$ cat src/rtl/fx68k_ea_ext_seq.sv
// Effective-address extension sequencer: decodes NCH EA fields and pulls their
// extension words from the prefetch queue in channel order, flagging invalid EAs early.
module fx68k_ea_ext_seq #(
  parameter int NCH       = 2,
  parameter bit USE_CLKEN = 1'b1
) (
  input  logic              clk,
  input  logic              nReset,
  input  logic              enPhi1,
  input  logic              flush,
  input  logic              req_valid,
  output logic              req_ready,
  input  logic [6*NCH-1:0]  req_ea,
  input  logic [NCH-1:0]    req_en,
  input  logic [1:0]        req_size,
  input  logic              ext_valid,
  input  logic [15:0]       ext_word,
  output logic              ext_ack,
  output logic [4*NCH-1:0]  ea_mode,
  output logic [2*NCH-1:0]  ea_nwords,
  output logic [32*NCH-1:0] ea_ext,
  output logic              busy,
  output logic              done,
  output logic              ill,
  output logic [1:0]        ill_ch
);

  localparam int CW = (NCH > 1) ? $clog2(NCH) : 1;

  localparam logic [3:0] EA_REL_AN = 4'd5;
  localparam logic [3:0] EA_IDX_AN = 4'd6;
  localparam logic [3:0] EA_ABS_W  = 4'd7;
  localparam logic [3:0] EA_ABS_L  = 4'd8;
  localparam logic [3:0] EA_REL_PC = 4'd9;
  localparam logic [3:0] EA_IDX_PC = 4'd10;
  localparam logic [3:0] EA_IMM    = 4'd11;
  localparam logic [3:0] EA_INV    = 4'd12;

  typedef enum logic [1:0] {IDLE, SEQ, DONE, ILL} state_t;

  state_t state, state_nx;

  logic                  en;
  logic [NCH-1:0][5:0]   ea_q;
  logic [NCH-1:0]        en_q;
  logic [1:0]            size_q;
  logic [CW-1:0]         ch;
  logic [CW-1:0]         ill_ch_q;
  logic [NCH-1:0][3:0]   mode_q;
  logic [NCH-1:0][1:0]   nw_q;
  logic [NCH-1:0][31:0]  ext_q;

  logic [3:0] cur_mode;
  logic [1:0] cur_need;
  logic       cur_on;
  logic       cur_inv;
  logic       need_more;
  logic       take;
  logic       ch_done;
  logic       last;

  function automatic logic [3:0] ea_decode(input logic [5:0] f);
    logic [3:0] m;
    if (f[5:3] != 3'b111) begin
      m = {1'b0, f[5:3]};
    end else begin
      case (f[2:0])
        3'b000:  m = EA_ABS_W;
        3'b001:  m = EA_ABS_L;
        3'b010:  m = EA_REL_PC;
        3'b011:  m = EA_IDX_PC;
        3'b100:  m = EA_IMM;
        default: m = EA_INV;
      endcase
    end
    return m;
  endfunction

  function automatic logic [1:0] ea_words(input logic [3:0] m, input logic [1:0] sz);
    logic [1:0] n;
    case (m)
      EA_REL_AN, EA_IDX_AN, EA_ABS_W, EA_REL_PC, EA_IDX_PC: n = 2'd1;
      EA_ABS_L: n = 2'd2;
      EA_IMM:   n = sz[1] ? 2'd2 : 2'd1;
      default:  n = 2'd0;
    endcase
    return n;
  endfunction

  assign en = USE_CLKEN ? enPhi1 : 1'b1;

  always_comb begin
    cur_mode  = ea_decode(ea_q[ch]);
    cur_need  = ea_words(cur_mode, size_q);
    cur_on    = en_q[ch];
    cur_inv   = cur_on && (cur_mode == EA_INV);
    need_more = cur_on && !cur_inv && (nw_q[ch] != cur_need);
    take      = (state == SEQ) && need_more && ext_valid && en && !flush;
    // A channel with no words still occupies one SEQ cycle.
    ch_done   = !cur_on || (cur_need == 2'd0) || (take && (nw_q[ch] + 2'd1 == cur_need));
    last      = (ch == CW'(NCH - 1));
  end

  always_ff @(posedge clk or negedge nReset) begin
    if (!nReset) state <= IDLE;
    else         state <= state_nx;
  end

  always_comb begin
    state_nx = state;
    if (flush) begin
      state_nx = IDLE;
    end else if (en) begin
      case (state)
        IDLE: if (req_valid) state_nx = SEQ;
        SEQ: begin
          if (cur_inv)              state_nx = ILL;
          else if (ch_done && last) state_nx = DONE;
        end
        default: state_nx = IDLE;
      endcase
    end
  end

  always_comb begin
    req_ready = (state == IDLE);
    busy      = (state != IDLE);
    done      = (state == DONE) && !flush;
    ill       = (state == ILL) && !flush;
    ext_ack   = take;
  end

  always_ff @(posedge clk or negedge nReset) begin
    if (!nReset) begin
      ea_q     <= '0;
      en_q     <= '0;
      size_q   <= '0;
      ch       <= '0;
      ill_ch_q <= '0;
      mode_q   <= '0;
      nw_q     <= '0;
      ext_q    <= '0;
    end else if (en && !flush) begin
      case (state)
        IDLE: begin
          if (req_valid) begin
            ea_q   <= req_ea;
            en_q   <= req_en;
            size_q <= req_size;
            nw_q   <= '0;
            ext_q  <= '0;
            ch     <= '0;
          end
        end
        SEQ: begin
          mode_q[ch] <= cur_mode;
          if (cur_inv) begin
            ill_ch_q <= ch;
          end else begin
            // Shifting in keeps 1-word results low-aligned and 2-word results first-word-high.
            if (take) begin
              ext_q[ch] <= {ext_q[ch][15:0], ext_word};
              nw_q[ch]  <= nw_q[ch] + 2'd1;
            end
            if (ch_done && !last) ch <= ch + 1'b1;
          end
        end
        default: ;
      endcase
    end
  end

  assign ea_mode   = mode_q;
  assign ea_nwords = nw_q;
  assign ea_ext    = ext_q;
  assign ill_ch    = 2'(ill_ch_q);

endmodule
$ cat config.mk
export PLATFORM = sky130hd
export DESIGN_NAME = fx68k_ea_ext_seq
export DESIGN_NICKNAME = d
export VERILOG_FILES = /design/src/rtl/fx68k_ea_ext_seq.sv
export SDC_FILE = /design/constraint.sdc
export NUM_CORES = 1
export LEC_CHECK = 0
export CELL_PAD_IN_SITES_DETAIL_PLACEMENT = 2
export CELL_PAD_IN_SITES_GLOBAL_PLACEMENT = 2
export CORE_ASPECT_RATIO = 2
export CORE_MARGIN = 1
export CORE_UTILIZATION = 33
export DETAILED_ROUTE_END_ITERATION = 10
export PLACE_DENSITY = 0.84
export SYNTH_ARGS = -nofsm -noshare
export SYNTH_HDL_FRONTEND = slang
export SYNTH_SLANG_ARGS = --single-unit
$ cat constraint.sdc
create_clock -name clk -period 5.9 [get_ports clk]
set_input_delay 0.885 -clock clk [delete_from_list [all_inputs] [get_ports clk]]
set_output_delay 0.885 -clock clk [all_outputs]
set_load 0.005 [all_outputs]
==> impl_metrics.toml <==
[floorplan]
die-area_sq_um = 14500
chipHeight_um = 169
core-area_sq_um = 13600
num_io_pins = 121
core.rowCount = 60
start_util = 0.340
fp.dieW_um = 85.7

[place]
place_inst = 731
hpwlAfterDp_mm = 10.8
io_buffers = 118
place_congestion = 0.799

[critical_path]
r2r_end = "ea_ext[37]$_DFFE_PN0P_"
crit_fanout = 15
reg2reg_depth = 10
start_kind = "register"
endpoint_kind = "primary output"
path_class = "reg -> out"
worst_ep_arrival_time_ps = 4040
cp-endpoint = "ext_ack"
crit_required_ps = 5020
r2r_start = "ch$_DFFE_PN0P_"
reg2reg_setup_slack_ps = 1400
startpoint = "ch$_DFFE_PN0P_"

[synthesis]
post_synth_num_cell_types = 45
syn_area_per_cell_sq_um = 10.5
synth_cells = 441
ys.flop_type = "dfrtp_1"
yosys_warnings = 0
ys_seq_area_frac = 0.515
ys_ff_latch = 95
synth_enable_flop_cells = 0
syn-num-nets = 479
synth_area_sq_um = 4620
async_reset_ff_frac = 1.00

[global_routing]
grt.overflow.total = 0
grt_first_pass_wirelength_mm = 22.5
grt_pass1_vias = 4160
grtUsageTotal = 0.206
grt_max_degree = 55
antenna_found_initial = 0

[timing]
max_slew.worst_pin.slew_ps = 980
max_freq_mhz = 203
tns_ps = 0
hold_violations = 0
post-route-period-util = 0.835
clock_skew_ps = 12.7
rsz0062_at_grt = "no"
fin_crit_ps = 4930
holdWs_ps = 498
finalSetupViolCount = 0
slew_headroom = 0.346
slew_violations = 0

[clock_network]
ctsResizeCount = 0
tritoncts = "yes"
clkSinkCount = 95
postCtsHoldBufs = 0
root_buffer = "clkbuf_16"
cts_setup_buffers = 0
cts_buffers = 9
clock_path_buffers = 2
path_clk_slew_ps = 70
htree_num_levels = 3
clk_latency_ps = 340

[min_path]
hp-class = "reg -> reg"

[pwr]
total_power_uw = 2250
p_leak_uw = 0.00252
ir_drop_mv = 0.140
powerDensity_nw_per_um2 = 361

[drt]
firstDrtPassIters = 4
drc = 0
dr_total_vias = 3655
drt_first_iter_violations = 118
wl_per_cell_um = 19.1
ant_nets = 0
vias_per_cell = 4.90
routed_wl_mm = 14.3

[status]
status = "finished clean"

[finish]
final_core_util = 0.459
instances_no_fill = 746
fillers = 1441
syn_to_final_growth_pct = 35.0
final_net_count = 594
drive_gt1_frac = 0.0964
antennaDiodeCount = 0

[job]
drv_cap = 0
[report_power, final]
part           internal, uW  switching (uW)
clock network           329             261
logic                   377             377
registers               777             133
[synth_stat cells, types with 5 or more instances]
cell type,number,share of area
dfrtp_1,95,0.51
clkbuf_1,11,0.0089
nor2_1,11,0.0089
nor2b_1,7,0.0095
mux2_2,22,0.054
buf_6,7,0.017
o21ai_0,8,0.0087
inv_1,69,0.056
mux2i_1,71,0.15
and2_1,5,0.0068
nand2_1,76,0.062
a21oi_1,7,0.0076
[worst max-delay path: stages, from the launching register on]
cell	delay (ps)
dfrtp_1	660
buf_4	310
nand4_1	150
a222oi_1	890
mux2i_1	400
o31a_1	230
a221oi_2	90
o31ai_4	400
inv_1	90
clkdlybuf4s50_1	460
[layer usage]
metal	global-route usage	part of all wire	wire length, um
met2	0.429	0.60	8590
met5	0	0	0
met4	0.0572	0.015	211
met1	0.188	0.33	4710
met3	0.0520	0.054	767
[cell families after synthesis]
kind of cell           after synthesis  synth area share
multiplexers                        93             0.207
other                                1          0.000812
flip-flops                          95             0.515
buffers and inverters               89            0.0853
AND/OR/NAND/NOR                    123             0.123
AO/OA/AOI/OAI                       40            0.0688
[cells in the final DEF (no fill, tap or decap), drive strengths merged, types with 3 or more instances in the layout]
cell,count
a21oi,9
and2,5
buf,7
clkbuf,9
clkdlybuf4s50,117
dfrtp,95
inv,71
mux2,22
mux2i,71
nand2,76
nand2b,4
nand3,4
nor2,11
nor2b,7
nor3,4
o21ai,8
o22ai,3
[layout make-up]
type                    instances  area, sq um  share of cell area
repair buffers                124         1220               0.196
flip-flops and latches         95         2380               0.381
clock inverters                 6         67.6              0.0108
multi-input cells             257         1850               0.297
inverters                      69          259              0.0415
clock buffers                   9          225              0.0361
well taps                     186          233              0.0373
[stage by stage]
stage	worst slack, ps	area (sq um)
final	971	6240
after global routing	702	6240
after CTS	958	6240
after detailed placement	1310	5940
after global placement	1480	5940
after floorplan	2750	4620
[sequential cells by signal, summed over array words and instances, names as in the netlist]
name / cells
en_q: 2
state: 2
ch: 1
size_q: 1
ea_mode: 8
ea_q: 12
ea_ext: 64
ea_nwords: 4
ill_ch_q: 1
[how the worst min path moves through the flow]
stage	startpoint	endpoint	depth (start not counted)
after global placement	ea_mode[6]$_DFFE_PN0P_	ea_mode[6]$_DFFE_PN0P_	2
after CTS	ea_mode[4]$_DFFE_PN0P_	ea_mode[4]$_DFFE_PN0P_	2
after detailed placement	ea_mode[4]$_DFFE_PN0P_	ea_mode[4]$_DFFE_PN0P_	2
final	ea_mode[4]$_DFFE_PN0P_	ea_mode[4]$_DFFE_PN0P_	2
after floorplan	ea_mode[4]$_DFFE_PN0P_	ea_mode[4]$_DFFE_PN0P_	2
after global routing	ea_mode[7]$_DFFE_PN0P_	ea_mode[7]$_DFFE_PN0P_	1
No activity file was read; power rests on OpenSTA's default activity.
